### src/rtl/enclave_cmd_dispatcher_if.sv
// Host command, controller configure/done and response bundle
// for the enclave command dispatcher.
interface enclave_cmd_dispatcher_if #(
    parameter int ADDR_WIDTH = 10,
    parameter int TAG_WIDTH  = 4,
    parameter int CNT_WIDTH  = 3
);
    logic                  cmd_valid;
    logic                  cmd_ready;
    logic [1:0]            cmd_opcode;
    logic [ADDR_WIDTH-1:0] cmd_op1_addr;
    logic [ADDR_WIDTH-1:0] cmd_op2_addr;
    logic [ADDR_WIDTH-1:0] cmd_out_addr;
    logic [TAG_WIDTH-1:0]  cmd_tag;

    logic                  ctrl_config_en;
    logic [1:0]            ctrl_opcode;
    logic [ADDR_WIDTH-1:0] ctrl_op1_base_addr;
    logic [ADDR_WIDTH-1:0] ctrl_op2_base_addr;
    logic [ADDR_WIDTH-1:0] ctrl_out_base_addr;
    logic                  ctrl_done;

    logic                  rsp_valid;
    logic [TAG_WIDTH-1:0]  rsp_tag;
    logic                  rsp_timeout;

    logic                  busy;
    logic [CNT_WIDTH-1:0]  queue_count;
    logic                  timeout_err;
    logic                  clear_err;

    modport master (
        input  cmd_valid, cmd_opcode, cmd_op1_addr,
        input  cmd_op2_addr, cmd_out_addr, cmd_tag,
        output cmd_ready,
        output ctrl_config_en, ctrl_opcode,
        output ctrl_op1_base_addr, ctrl_op2_base_addr,
        output ctrl_out_base_addr,
        input  ctrl_done,
        output rsp_valid, rsp_tag, rsp_timeout,
        output busy, queue_count, timeout_err,
        input  clear_err
    );

    modport slave (
        output cmd_valid, cmd_opcode, cmd_op1_addr,
        output cmd_op2_addr, cmd_out_addr, cmd_tag,
        input  cmd_ready,
        input  ctrl_config_en, ctrl_opcode,
        input  ctrl_op1_base_addr, ctrl_op2_base_addr,
        input  ctrl_out_base_addr,
        output ctrl_done,
        input  rsp_valid, rsp_tag, rsp_timeout,
        input  busy, queue_count, timeout_err,
        output clear_err
    );
endinterface

### src/rtl/enclave_cmd_dispatcher.sv
// Queues host commands and issues them one at a time to the
// enclave controller, reporting completion or timeout per tag.
module enclave_cmd_dispatcher #(
    parameter int ADDR_WIDTH     = 10,
    parameter int TAG_WIDTH      = 4,
    parameter int DEPTH          = 4,
    parameter int CNT_WIDTH      = 3,
    parameter int TIMER_WIDTH    = 16,
    parameter int TIMEOUT_CYCLES = 4096
) (
    input logic clk,
    input logic rst_n,
    enclave_cmd_dispatcher_if.master bus
);
    localparam int PW = CNT_WIDTH - 1;

    typedef enum logic [1:0] {IDLE, ISSUE, ARM, RUN} state_t;

    typedef struct packed {
        logic [1:0]            op;
        logic [ADDR_WIDTH-1:0] a1;
        logic [ADDR_WIDTH-1:0] a2;
        logic [ADDR_WIDTH-1:0] a3;
        logic [TAG_WIDTH-1:0]  tag;
    } entry_t;

    entry_t                 mem [DEPTH];
    entry_t                 head;
    logic [PW-1:0]          wr_ptr;
    logic [PW-1:0]          rd_ptr;
    logic [CNT_WIDTH-1:0]   count;
    logic [CNT_WIDTH-1:0]   cnt_nxt;
    logic [TIMER_WIDTH-1:0] timer;
    logic [TAG_WIDTH-1:0]   cur_tag;
    state_t                 state;
    logic                   push;
    logic                   pop;
    logic                   tmo_hit;

    assign head    = mem[rd_ptr];
    assign push    = bus.cmd_valid && bus.cmd_ready;
    assign pop     = (state == IDLE) && (count != '0);
    assign tmo_hit = (TIMEOUT_CYCLES != 0) &&
                     (timer == TIMER_WIDTH'(TIMEOUT_CYCLES - 1));
    assign bus.queue_count = count;

    // Next FIFO occupancy; simultaneous push and pop cancel out.
    always_comb begin
        cnt_nxt = count;
        if (push && !pop)
            cnt_nxt = count + 1'b1;
        else if (pop && !push)
            cnt_nxt = count - 1'b1;
    end

    // FIFO storage; flushing is done by resetting the pointers.
    always_ff @(posedge clk) begin
        if (push)
            mem[wr_ptr] <= '{op:  bus.cmd_opcode,
                             a1:  bus.cmd_op1_addr,
                             a2:  bus.cmd_op2_addr,
                             a3:  bus.cmd_out_addr,
                             tag: bus.cmd_tag};
    end

    // Issue FSM, FIFO pointers and all registered outputs.
    always_ff @(posedge clk) begin
        if (!rst_n) begin
            state                  <= IDLE;
            wr_ptr                 <= '0;
            rd_ptr                 <= '0;
            count                  <= '0;
            timer                  <= '0;
            cur_tag                <= '0;
            bus.cmd_ready          <= 1'b1;
            bus.ctrl_config_en     <= 1'b0;
            bus.ctrl_opcode        <= '0;
            bus.ctrl_op1_base_addr <= '0;
            bus.ctrl_op2_base_addr <= '0;
            bus.ctrl_out_base_addr <= '0;
            bus.rsp_valid          <= 1'b0;
            bus.rsp_tag            <= '0;
            bus.rsp_timeout        <= 1'b0;
            bus.busy               <= 1'b0;
            bus.timeout_err        <= 1'b0;
        end else begin
            bus.rsp_valid   <= 1'b0;
            bus.rsp_timeout <= 1'b0;
            if (push)
                wr_ptr <= wr_ptr + 1'b1;
            count         <= cnt_nxt;
            bus.cmd_ready <= (cnt_nxt != CNT_WIDTH'(DEPTH));
            bus.busy      <= (state != IDLE) || (count != '0);
            if (bus.clear_err)
                bus.timeout_err <= 1'b0;
            unique case (state)
                IDLE: begin
                    if (pop) begin
                        bus.ctrl_config_en     <= 1'b1;
                        bus.ctrl_opcode        <= head.op;
                        bus.ctrl_op1_base_addr <= head.a1;
                        bus.ctrl_op2_base_addr <= head.a2;
                        bus.ctrl_out_base_addr <= head.a3;
                        cur_tag                <= head.tag;
                        rd_ptr                 <= rd_ptr + 1'b1;
                        state                  <= ISSUE;
                    end
                end
                ISSUE: begin
                    bus.ctrl_config_en <= 1'b0;
                    state              <= ARM;
                end
                ARM: begin
                    timer <= '0;
                    state <= RUN;
                end
                RUN: begin
                    timer <= timer + 1'b1;
                    if (bus.ctrl_done) begin
                        bus.rsp_valid <= 1'b1;
                        bus.rsp_tag   <= cur_tag;
                        state         <= IDLE;
                    end else if (tmo_hit) begin
                        bus.rsp_valid   <= 1'b1;
                        bus.rsp_tag     <= cur_tag;
                        bus.rsp_timeout <= 1'b1;
                        bus.timeout_err <= 1'b1;
                        state           <= IDLE;
                    end
                end
                default: state <= IDLE;
            endcase
        end
    end
endmodule

### src/flat_wrapper.sv
// flat-port wrapper written by rule: the top's interface ports become plain ports
module enclave_cmd_dispatcher_flat 
#(
    parameter int ADDR_WIDTH     = 10,
    parameter int TAG_WIDTH      = 4,
    parameter int DEPTH          = 4,
    parameter int CNT_WIDTH      = 3,
    parameter int TIMER_WIDTH    = 16,
    parameter int TIMEOUT_CYCLES = 4096
)
  (clk, rst_n, bus_cmd_valid, bus_cmd_opcode, bus_cmd_op1_addr, bus_cmd_op2_addr, bus_cmd_out_addr, bus_cmd_tag, bus_cmd_ready, bus_ctrl_config_en, bus_ctrl_opcode, bus_ctrl_op1_base_addr, bus_ctrl_op2_base_addr, bus_ctrl_out_base_addr, bus_ctrl_done, bus_rsp_valid, bus_rsp_tag, bus_rsp_timeout, bus_busy, bus_queue_count, bus_timeout_err, bus_clear_err);
  enclave_cmd_dispatcher_if #(.ADDR_WIDTH(ADDR_WIDTH), .TAG_WIDTH(TAG_WIDTH), .CNT_WIDTH(CNT_WIDTH)) bus_i ();
  input logic clk;
  input logic rst_n;
  input wire logic [$bits(bus_i.cmd_valid)-1:0] bus_cmd_valid;
  input wire logic [$bits(bus_i.cmd_opcode)-1:0] bus_cmd_opcode;
  input wire logic [$bits(bus_i.cmd_op1_addr)-1:0] bus_cmd_op1_addr;
  input wire logic [$bits(bus_i.cmd_op2_addr)-1:0] bus_cmd_op2_addr;
  input wire logic [$bits(bus_i.cmd_out_addr)-1:0] bus_cmd_out_addr;
  input wire logic [$bits(bus_i.cmd_tag)-1:0] bus_cmd_tag;
  output wire logic [$bits(bus_i.cmd_ready)-1:0] bus_cmd_ready;
  output wire logic [$bits(bus_i.ctrl_config_en)-1:0] bus_ctrl_config_en;
  output wire logic [$bits(bus_i.ctrl_opcode)-1:0] bus_ctrl_opcode;
  output wire logic [$bits(bus_i.ctrl_op1_base_addr)-1:0] bus_ctrl_op1_base_addr;
  output wire logic [$bits(bus_i.ctrl_op2_base_addr)-1:0] bus_ctrl_op2_base_addr;
  output wire logic [$bits(bus_i.ctrl_out_base_addr)-1:0] bus_ctrl_out_base_addr;
  input wire logic [$bits(bus_i.ctrl_done)-1:0] bus_ctrl_done;
  output wire logic [$bits(bus_i.rsp_valid)-1:0] bus_rsp_valid;
  output wire logic [$bits(bus_i.rsp_tag)-1:0] bus_rsp_tag;
  output wire logic [$bits(bus_i.rsp_timeout)-1:0] bus_rsp_timeout;
  output wire logic [$bits(bus_i.busy)-1:0] bus_busy;
  output wire logic [$bits(bus_i.queue_count)-1:0] bus_queue_count;
  output wire logic [$bits(bus_i.timeout_err)-1:0] bus_timeout_err;
  input wire logic [$bits(bus_i.clear_err)-1:0] bus_clear_err;
  assign bus_i.cmd_valid = bus_cmd_valid;
  assign bus_i.cmd_opcode = bus_cmd_opcode;
  assign bus_i.cmd_op1_addr = bus_cmd_op1_addr;
  assign bus_i.cmd_op2_addr = bus_cmd_op2_addr;
  assign bus_i.cmd_out_addr = bus_cmd_out_addr;
  assign bus_i.cmd_tag = bus_cmd_tag;
  assign bus_cmd_ready = bus_i.cmd_ready;
  assign bus_ctrl_config_en = bus_i.ctrl_config_en;
  assign bus_ctrl_opcode = bus_i.ctrl_opcode;
  assign bus_ctrl_op1_base_addr = bus_i.ctrl_op1_base_addr;
  assign bus_ctrl_op2_base_addr = bus_i.ctrl_op2_base_addr;
  assign bus_ctrl_out_base_addr = bus_i.ctrl_out_base_addr;
  assign bus_i.ctrl_done = bus_ctrl_done;
  assign bus_rsp_valid = bus_i.rsp_valid;
  assign bus_rsp_tag = bus_i.rsp_tag;
  assign bus_rsp_timeout = bus_i.rsp_timeout;
  assign bus_busy = bus_i.busy;
  assign bus_queue_count = bus_i.queue_count;
  assign bus_timeout_err = bus_i.timeout_err;
  assign bus_i.clear_err = bus_clear_err;
  enclave_cmd_dispatcher #(.ADDR_WIDTH(ADDR_WIDTH), .TAG_WIDTH(TAG_WIDTH), .DEPTH(DEPTH), .CNT_WIDTH(CNT_WIDTH), .TIMER_WIDTH(TIMER_WIDTH), .TIMEOUT_CYCLES(TIMEOUT_CYCLES)) u_core (.clk(clk), .rst_n(rst_n), .bus(bus_i));
endmodule
### config.mk
export PLATFORM = sky130hd
export DESIGN_NAME = enclave_cmd_dispatcher_flat
export DESIGN_NICKNAME = d
export VERILOG_FILES = /design/src/rtl/enclave_cmd_dispatcher_if.sv /design/src/rtl/enclave_cmd_dispatcher.sv /design/src/flat_wrapper.sv
export SDC_FILE = /design/constraint.sdc
export NUM_CORES = 1
export LEC_CHECK = 0
export ABC_AREA = 1
export CAP_MARGIN = 20
export CORE_ASPECT_RATIO = 1.5
export CORE_MARGIN = 2
export CORE_UTILIZATION = 50
export DETAILED_ROUTE_END_ITERATION = 8
export GPL_TIMING_DRIVEN = 0
export PLACE_DENSITY = 0.7
export SLEW_MARGIN = 0
export SYNTH_ARGS = -nofsm -noshare
export SYNTH_HDL_FRONTEND = slang
export SYNTH_SLANG_ARGS = --single-unit
### constraint.sdc
create_clock -name clk -period 5.1 [get_ports clk]
set_input_delay 1.02 -clock clk [delete_from_list [all_inputs] [get_ports clk]]
set_output_delay 1.02 -clock clk [all_outputs]
set_load 0.05 [all_outputs]
After elaboration in Yosys (flattened, before gate mapping). Memory sizes are Yosys's and may differ from the RTL's. A register that Yosys moved wholly into a read port is not among the register bits. Index checks and enable logic that the tools add are counted.

Memories kept: 1. Output and inout port bits: 45. Register bits after elaboration: 35. Word-level logic and storage cells: 66. Input bits: 41. Bits in writable memories: 144.

Equal/unequal tests: 7. Bitwise logic cells: 2. Add/sub/neg operators: 5. Reduce and logical (&&, ||, !) cells: 20. Mux-type cells: 19.

Memories: u_core.mem (depth 4, bits a word 36, read ports 1, clocked after Yosys merged registers in 1, write ports 1, RTL line enclave_cmd_dispatcher.sv:27) `entry_t mem [DEPTH];`.

Operators by type and width (number): $pmux 16 s2 (1); $add 16x1->16 const B (1); $eq 16x12->1 const B (1); $reduce_and 2->1 (5); $mux 1 (9); $mux 4 (2); $pmux 2 s4 (1); $reduce_bool 2->1 (4); $mux 2 (3); $mux 3 (2); $add 2x1->2 const B (2); $eq 2x2->1 const B (2); $logic_and 1x1->1 (4); $add 3x1->3 const B (1); $logic_not 1->1 (3); $ne 3x2->1 const B (1); $ne 3x3->1 const B (1); $reduce_bool 3->1 (1); $reduce_or 3->1 (1); $sub 3x1->3 const B (1); $eq 2x1->1 const B (1); $logic_not 2->1 (1); $ne 2x1->1 const B (1); $not 1->1 (2); 2 further kinds (2).

Longest topological paths before layout.
Depth after elaboration: 6. Mapped depth: 10. Gate-level depth less buffers: 10.

Least setup slack after synthesis. No wires, ideal clock.

Kind: input port to flip-flop. Start point: input port bus_cmd_valid. End point: memory u_core.mem[0][0] (netlist bit) (enable). Data arrival time: 2.770 ns. Cell stages on the path: 2. Setup slack: 1.901 ns. Data required time: 4.671 ns. Setup time: 0.429 ns. Path through: nand2_1 nor2_1.

Word-level cells in the longest chain between the ends: 3.

Ends and longest elaborated chain: start: declaration (RTL line flat_wrapper.sv:15) `input wire logic [$bits(bus_i.cmd_valid)-1:0] bus_cmd_valid;`; $logic_and 1x1->1 (RTL line enclave_cmd_dispatcher.sv:41) `assign push = bus.cmd_valid && bus.cmd_ready;`; $mux 1 (RTL line enclave_cmd_dispatcher.sv:58) `if (push)`; $mux 1 (implied by the code) (RTL line enclave_cmd_dispatcher.sv:59) `mem[wr_ptr] <= '{op: bus.cmd_opcode,`; end: declaration (RTL line enclave_cmd_dispatcher.sv:27).

Every way passes these cells.

Worst setup path after layout.
Start point: register u_core.count[2] (netlist: u_core.bus.queue_count[2]). End point: output port bus_queue_count[2].

RTL lines: start: declaration (RTL line enclave_cmd_dispatcher.sv:31) `logic [CNT_WIDTH-1:0] count;`; start signal: assignment (RTL line enclave_cmd_dispatcher.sv:91) `count <= cnt_nxt;`; end: declaration (RTL line flat_wrapper.sv:32) `output wire logic [$bits(bus_i.queue_count)-1:0] bus_queue_count;`.

No word-level cell between the ends.

==> impl_summary.md <==
Yosys
The complex-gate fraction of the synthesized area came to 0.120. Dividing the synthesized area by the synthesized cell count gives 10.7 µm². The number of synthesis warnings is 0. The share of the Yosys chip area taken by registers is 0.672. The number of nets in the synthesized netlist is 852. After synthesis, the largest family of logic cells by area is simple AND/OR/NAND/NOR gates. Summing every instance area after synthesis gives 0.00855 mm². In the synthesized netlist the async set-or-reset flop fraction comes to 0.

The number of distinct library cells after synthesis is 33. Among all flip-flop cells after synthesis, the most frequent one is sky130_fd_sc_hd__edfxtp_1. Of the total synthesized cell area, the portion taken by full adders, half adders and majority gates is 0.0190.

The post-synthesis xor/xnor area fraction is 0.00205. The multiplexer share of the synthesized area is 0. The basic-gate share of the synthesized area counting and, or, nand and nor cells is 0.126. The number of synthesized flops with an enable pin is 144. The cell count after synthesis is 798. The number of flip-flops and latches in the synthesized netlist is 215.

Route
The remaining antenna violation count after routing is 0. After detailed routing, the number of remaining DRC violations is 0. The average wire per cell in the routed design is 16.9 µm. Detailed routing inserted a total of 6065 vias.

The final wirelength is 19100 µm. The mean number of vias per cell is 5.35. The number of detailed-route iterations in the first pass is 5. The initial detailed-routing violation count is 597.

Floorplan
The initial cell density of the core is 0.510. 86 I/O pins were placed. The die height is 164 µm.

The number of core rows is 58. The core region is 0.0168 mm². The overall die width is 111 µm. The die covers 0.0182 mm².

Placed design
The pre-CTS worst setup slack is 1.98 ns. The final weighted congestion in routability-driven placement is 0.822. The count of input and output buffers is 84. Once detailed placement completed, the half-perimeter wirelength came to 12400 µm.

Timing
The final critical delay including setup and external delays is 2.80 ns. The top achievable clock speed is 0.357 GHz. Between clock sinks in the finished design, the worst skew comes to 0.00897 ns. The final count of pins violating max slew is 0. The sum of negative setup slack is 0 ns. The final worst hold slack is 0.479 ns. The number of failing hold endpoints at the final stage came to 0. For the pin with the worst max-slew slack, the measured transition is 0.700 ns.

In the finished design, the share of the clock period the worst path needs comes to 0.550. In this run the tightest slew margin relative to its limit is 0.533. Setup repair after global routing left no endpoint under its margin. Setup slack closes at 2.30 ns.

Setup violations remaining at the end of the flow were counted as 0.

Global route
The maximum number of pins on one net before global-route repair is 25. The wire length of the first global-routing pass is 30300 µm. The remaining global-route overflow is 0. The via count of the first global-routing pass is 5917. The initial antenna violation count is 0. The overall track demand over capacity in global routing is 0.211.

CTS
The clock reaches the later pin of the worst-skew pair after 0.50 ns. The cell at the root of the clock tree is sky130_fd_sc_hd__clkbuf_16. In this run the number of H-tree levels came out at 1. The post-CTS setup buffer count is 0. The clock sink count is 215.

TritonCTS built the clock tree. The largest buffer count on any clock path is 3. The number of clock buffers added by TritonCTS is 21. For this design, the CTS-stage hold fixing added 0 buffers. The clock slew seen by the registers of the worst setup and hold paths is 0.07 ns. In this run, post-CTS repair resized a total of 0 instances.

Power and ir drop
The leakage power of the design is 3.99 nW. The largest vdd supply drop is 0.499 mV. The post-layout total power is 6.15 mW. For this design the ratio of total power to cell area is 589 mW/mm².

Layout
The final core area utilization is 0.624. The net count of the finished layout is 963. The share of cells above drive strength 1 is 0.0942. 0 antenna diodes ended up in the layout. The area overhead of the layout relative to synthesis is 22.3%.

Worst setup path
Counting both buffers and inverters, the worst setup path holds a total of 1. The maximum fanout encountered on the critical timing path is 5. The required time of the critical path is 4.08 ns. Walking the worst path, the cells encountered are clkdlybuf4s50_1. The cell at the slowest stage of the critical path is sky130_fd_sc_hd__clkdlybuf4s50_1. The cell family with the largest share of critical-path delay is buffers and inverters. The class of the most critical setup path is register to primary output.

STA classifies the critical path endpoint as a primary output. On the worst path, the slowest cell contributes a delay of 0.84 ns. At the worst endpoint, the arrival time is 1.78 ns. STA classifies the critical path startpoint as a register.

Min path
The tightest min-delay check is of the register to register type.

Job
Across the run, the number of max-cap violations was 0.

Status
The flow ran to the end, and the final reports show no timing, DRC or antenna violations.
==> logic make-up (layout without fill, tap and decap cells) <==
logic type / Yosys count / after routing
xor+xnor: 2 / 2
simple gates: 261 / 261
buf+inv: 113 / 239
compound gates: 194 / 194
flops: 215 / 215
fa+ha+maj: 13 / 13
==> sequential cells by signal, indices dropped and copies added (netlist names), 3 cells and up <==
| name | cells |
|---|---|
| u_core.bus.ctrl_op1_base_addr | 10 |
| u_core.bus.ctrl_out_base_addr | 10 |
| u_core.cur_tag | 4 |
| u_core.bus.ctrl_op2_base_addr | 10 |
| u_core.timer | 16 |
| u_core.bus.rsp_tag | 4 |
| u_core.bus.queue_count | 3 |
| u_core.mem | 144 |
==> path summary, 6_finish.rpt <==
kind                            cells after the start                                end                                 start  slack [ns]
worst min register to register                      2  u_core.bus.timeout_err$_SDFF_PN0_     u_core.bus.timeout_err$_SDFF_PN0_        0.48
worst max register to register                      3        u_core.mem[3][21]$_DFFE_PP_       u_core.bus.cmd_ready$_SDFF_PN1_        3.18
worst max-delay path                                1                 bus_queue_count[2]  u_core.bus.queue_count[2]$_SDFF_PN0_        2.30
worst min-delay path                                2  u_core.bus.timeout_err$_SDFF_PN0_     u_core.bus.timeout_err$_SDFF_PN0_        0.48
==> cells in the final DEF (no fill, tap or decap), drive strengths merged, types with 31 or more instances in the layout <==
master	instances
buf	31
clkbuf	39
clkdlybuf4s50	84
inv	75
nand2	60
dfxtp	71
o22ai	37
edfxtp	144
o21ai	123
nor2	178
==> cell usage after synthesis (2+ instances only) <==
| cell | number | area share |
|---|---|---|
| sky130_fd_sc_hd__inv_2 | 3 | 0.0013 |
| sky130_fd_sc_hd__o21ai_1 | 35 | 0.020 |
| sky130_fd_sc_hd__buf_8 | 3 | 0.0053 |
| sky130_fd_sc_hd__clkbuf_2 | 6 | 0.0035 |
| sky130_fd_sc_hd__nor2_1 | 173 | 0.076 |
| sky130_fd_sc_hd__a21oi_1 | 30 | 0.018 |
| sky130_fd_sc_hd__nand3_1 | 18 | 0.011 |
| sky130_fd_sc_hd__edfxtp_1 | 144 | 0.51 |
| sky130_fd_sc_hd__buf_2 | 18 | 0.011 |
| sky130_fd_sc_hd__o22ai_1 | 37 | 0.027 |
| sky130_fd_sc_hd__nor2_2 | 5 | 0.0037 |
| sky130_fd_sc_hd__ha_1 | 13 | 0.019 |
| sky130_fd_sc_hd__nor3_1 | 2 | 0.0012 |
| sky130_fd_sc_hd__a22oi_1 | 2 | 0.0018 |
| sky130_fd_sc_hd__dfxtp_1 | 71 | 0.17 |
| sky130_fd_sc_hd__nand2_1 | 55 | 0.024 |
| sky130_fd_sc_hd__clkbuf_1 | 6 | 0.0026 |
| sky130_fd_sc_hd__inv_1 | 69 | 0.030 |
| sky130_fd_sc_hd__nand2_4 | 3 | 0.0040 |
| sky130_fd_sc_hd__buf_4 | 5 | 0.0044 |
| sky130_fd_sc_hd__o21ai_0 | 88 | 0.052 |
==> layout make-up <==
cell class	instances	area, µm²
Clock buffer	27	568
Clock inverter	11	103
Fill cell	1317	6310
Timing Repair Buffer	88	943
Inverter	74	288
Sequential cell	215	5750
Tap cell	210	263
Buffer	39	236
Multi-Input combinational cell	470	2310
==> layer usage <==
layer / vias up / track usage / wire, µm
li1: 2950 / - / -
met1: 2908 / 0.244 / 7540
met2: 173 / 0.399 / 10100
met3: 34 / 0.0328 / 1080
met4: 0 / 0.0676 / 417
met5: - / 0 / 0
==> stage by stage <==
step	instances	instance area [µm²]
2_1_floorplan	798	8550
3_3_place_gp	1092	9650
3_5_place_dp	1096	9790
4_1_cts	1134	10500
5_1_grt	1134	10500
6_report	1134	10500
==> worst register-to-register path, cell delays in order, from the launching register on <==
cell and delay (ns):
sky130_fd_sc_hd__dfxtp_1 0.32, sky130_fd_sc_hd__nand2_1 0.34, sky130_fd_sc_hd__nor2_4 0.69, sky130_fd_sc_hd__buf_16 0.25
==> where the power goes <==
part           switching [mW]  internal, mW  leakage [nW]  total [mW]
Sequential              0.123          2.14          1.90        2.26
Clock                   0.631         0.887         0.330        1.52
Combinational            1.60         0.773          1.75        2.37
Note: power is estimated with default switching activity, not from simulation.
==> patch: new RTL, same flow settings <==
Encoding of `state_t`: now Gray code (2 bits for 4 states).
--- a/src/rtl/enclave_cmd_dispatcher.sv
+++ b/src/rtl/enclave_cmd_dispatcher.sv
@@ -15,5 +15,5 @@
     localparam int PW = CNT_WIDTH - 1;
 
-    typedef enum logic [1:0] {IDLE, ISSUE, ARM, RUN} state_t;
+    typedef enum logic [1:0] {IDLE = 2'b00, ISSUE = 2'b01, ARM = 2'b11, RUN = 2'b10} state_t;
 
     typedef struct packed {
Formal check against the unedited RTL: no difference found for any inputs over 10 cycles, from zero or initial values and one cycle with rst_n low; not proved beyond that.
==> patch against the unedited design <==
- synthesized cell count is 2.4% lower
- core utilization is 0.44 points higher
- wire length shrank 1.7%
- total power shrank 9.6%
- setup slack better by 0.086 ns
- synthesized area fell by 2.1%
- sequential cell count is the same
- design area fell by 1.9%
==> patch: results (changes against the unedited design) <==
| Metric | Value |
|---|---|
| DP HPWL | 12010 microns (-3.3%) |
| Layout Skew | 0.009755 ns (+0.0007810 ns) |
| Initial antenna violation count | 0 (unchanged) |
| Worst Path Max Fanout | 4 (-1) |
| DRT Wirelength | 18820 microns (-1.7%) |
| Reg-to-reg endpoint | u_core.mem[1][21] |
| Largest net degree at the start of global routing | 24 (-4.0%) |
| Critical path arrival | 1.70 ns (-0.08 ns) |
| Leak pwr | 3.847 nW (-3.5%) |
| Syn nets | 828 (-2.8%) |
| DRT Pass-1 Iters | 4 (-1) |
| Status | complete, no violations |
| Met2 WL | 10030 microns (-0.79%) |
| Cell variety after synth | 31 (-6.1%) |
| Post-synth top cells | nor2_1 (163), edfxtp_1 (144), o21ai_0 (91), dfxtp_1 (71), inv_1 (65) |
| Post-Place Cells | 1073 (-2.1%) |
| DR vias | 5917 (-2.4%) |
| Starting DRT DRC Count | 499 (-16%) |
| Met3 WL | 853 microns (-21%) |
| Global-route usage over all layers | 21.89% (+0.81 points) |
| Routability Congestion | 0.8018 (-2.4%) |
| DRT met1 WL | 7357 microns (-2.4%) |
| Fillcell total | 1332 (+1.1%) |
| Drt via density | 5.331 (-0.33%) |
| VDD IR max | 0.0003129 V (-37%) |
| Syn Inst Count | 779 (-2.4%) |
| Worst-margin pin slew | 0.7002 ns (+0.0007285 ns) |
| Fin nets | 939 (-2.5%) |
[patch: cell count changes in the layout (fill, tap and decap cells not counted), moves of 4 or more]
cell | before | now
clkbuf_1 | 10 | 21
nor2_1 | 169 | 159
a31oi_1 | 1 | 5
clkbuf_2 | 6 | 1
inv_1 | 69 | 65
ha_1 | 13 | 8
nand3_1 | 18 | 12
[patch: area by class of cell]
| class | count | area (sq um) | share of cell area (%) |
|---|---|---|---|
| sequential | 215 | 5746 | 56.01 |
| multi-input combinational | 453 | 2178 | 21.23 |
| timing repair buffer | 88 | 943.4 | 9.196 |
| clock buffer | 26 | 554.3 | 5.403 |
| inverter | 71 | 269.0 | 2.622 |
| tap | 206 | 257.7 | 2.512 |
| buffer | 40 | 207.7 | 2.025 |
| clock inverter | 11 | 102.6 | 1.000 |
[patch: cells by family after synthesis]
kind of cell	after synthesis	synth area share (%)
buffers and inverters	111	5.695
AND/OR/NAND/NOR	245	11.69
AO/OA/AOI/OAI	200	12.78
adder cells (fa/ha/maj)	8	1.196
flip-flops	215	68.64
[patch: where the power goes]
group | leakage [nW] | internal (W) | total [W] | switching, W
clock | 0.313 | 0.000870 | 0.00149 | 0.000625
combinational | 1.63 | 0.000592 | 0.00187 | 0.00128
sequential | 1.90 | 0.00210 | 0.00220 | 0.0000981
total | 3.85 | 0.00357 | 0.00557 | 0.00200
[patch: how the worst max path moves through the flow]
stage / end / slack [ns] / from / cells after the start
floorplan: u_core.mem[0][0] / 1.90 / bus_cmd_valid / 2
global placement: u_core.mem[0][19] / 0.06 / bus_cmd_valid / 3
detailed placement: u_core.mem[3][9] / 1.99 / bus_cmd_valid / 4
CTS: bus_queue_count[0] / 2.37 / u_core.bus.queue_count[0] / 1
global route: bus_queue_count[1] / 2.33 / u_core.bus.queue_count[1] / 1
finish: bus_queue_count[0] / 2.38 / u_core.bus.queue_count[0] / 1
[patch: per-layer routing]
layer  GRT usage [%]  vias to the layer above
li1                -                     2899
met1           25.49                     2826
met2           40.24                      150
met3           2.841                       42
met4           8.228                        0
met5               0                        -
[patch: stage by stage]
| step | setup WS (ns) | total power (W) | hold WS, ns | util (%) | cell area, sq um |
|---|---|---|---|---|---|
| floorplan | 1.901 | 0.003490 | 0.4516 | - | 8371 |
| global placement | 0.05704 | 0.004060 | 0.4655 | 57.98 | 9469 |
| detailed placement | 1.993 | 0.004110 | 0.4754 | 58.79 | 9602 |
| CTS | 2.366 | 0.005606 | 0.4856 | 62.81 | 10260 |
| global route | 2.334 | 0.005871 | 0.5072 | 62.81 | 10260 |
| finish | 2.383 | 0.005567 | 0.4793 | 62.81 | 10260 |
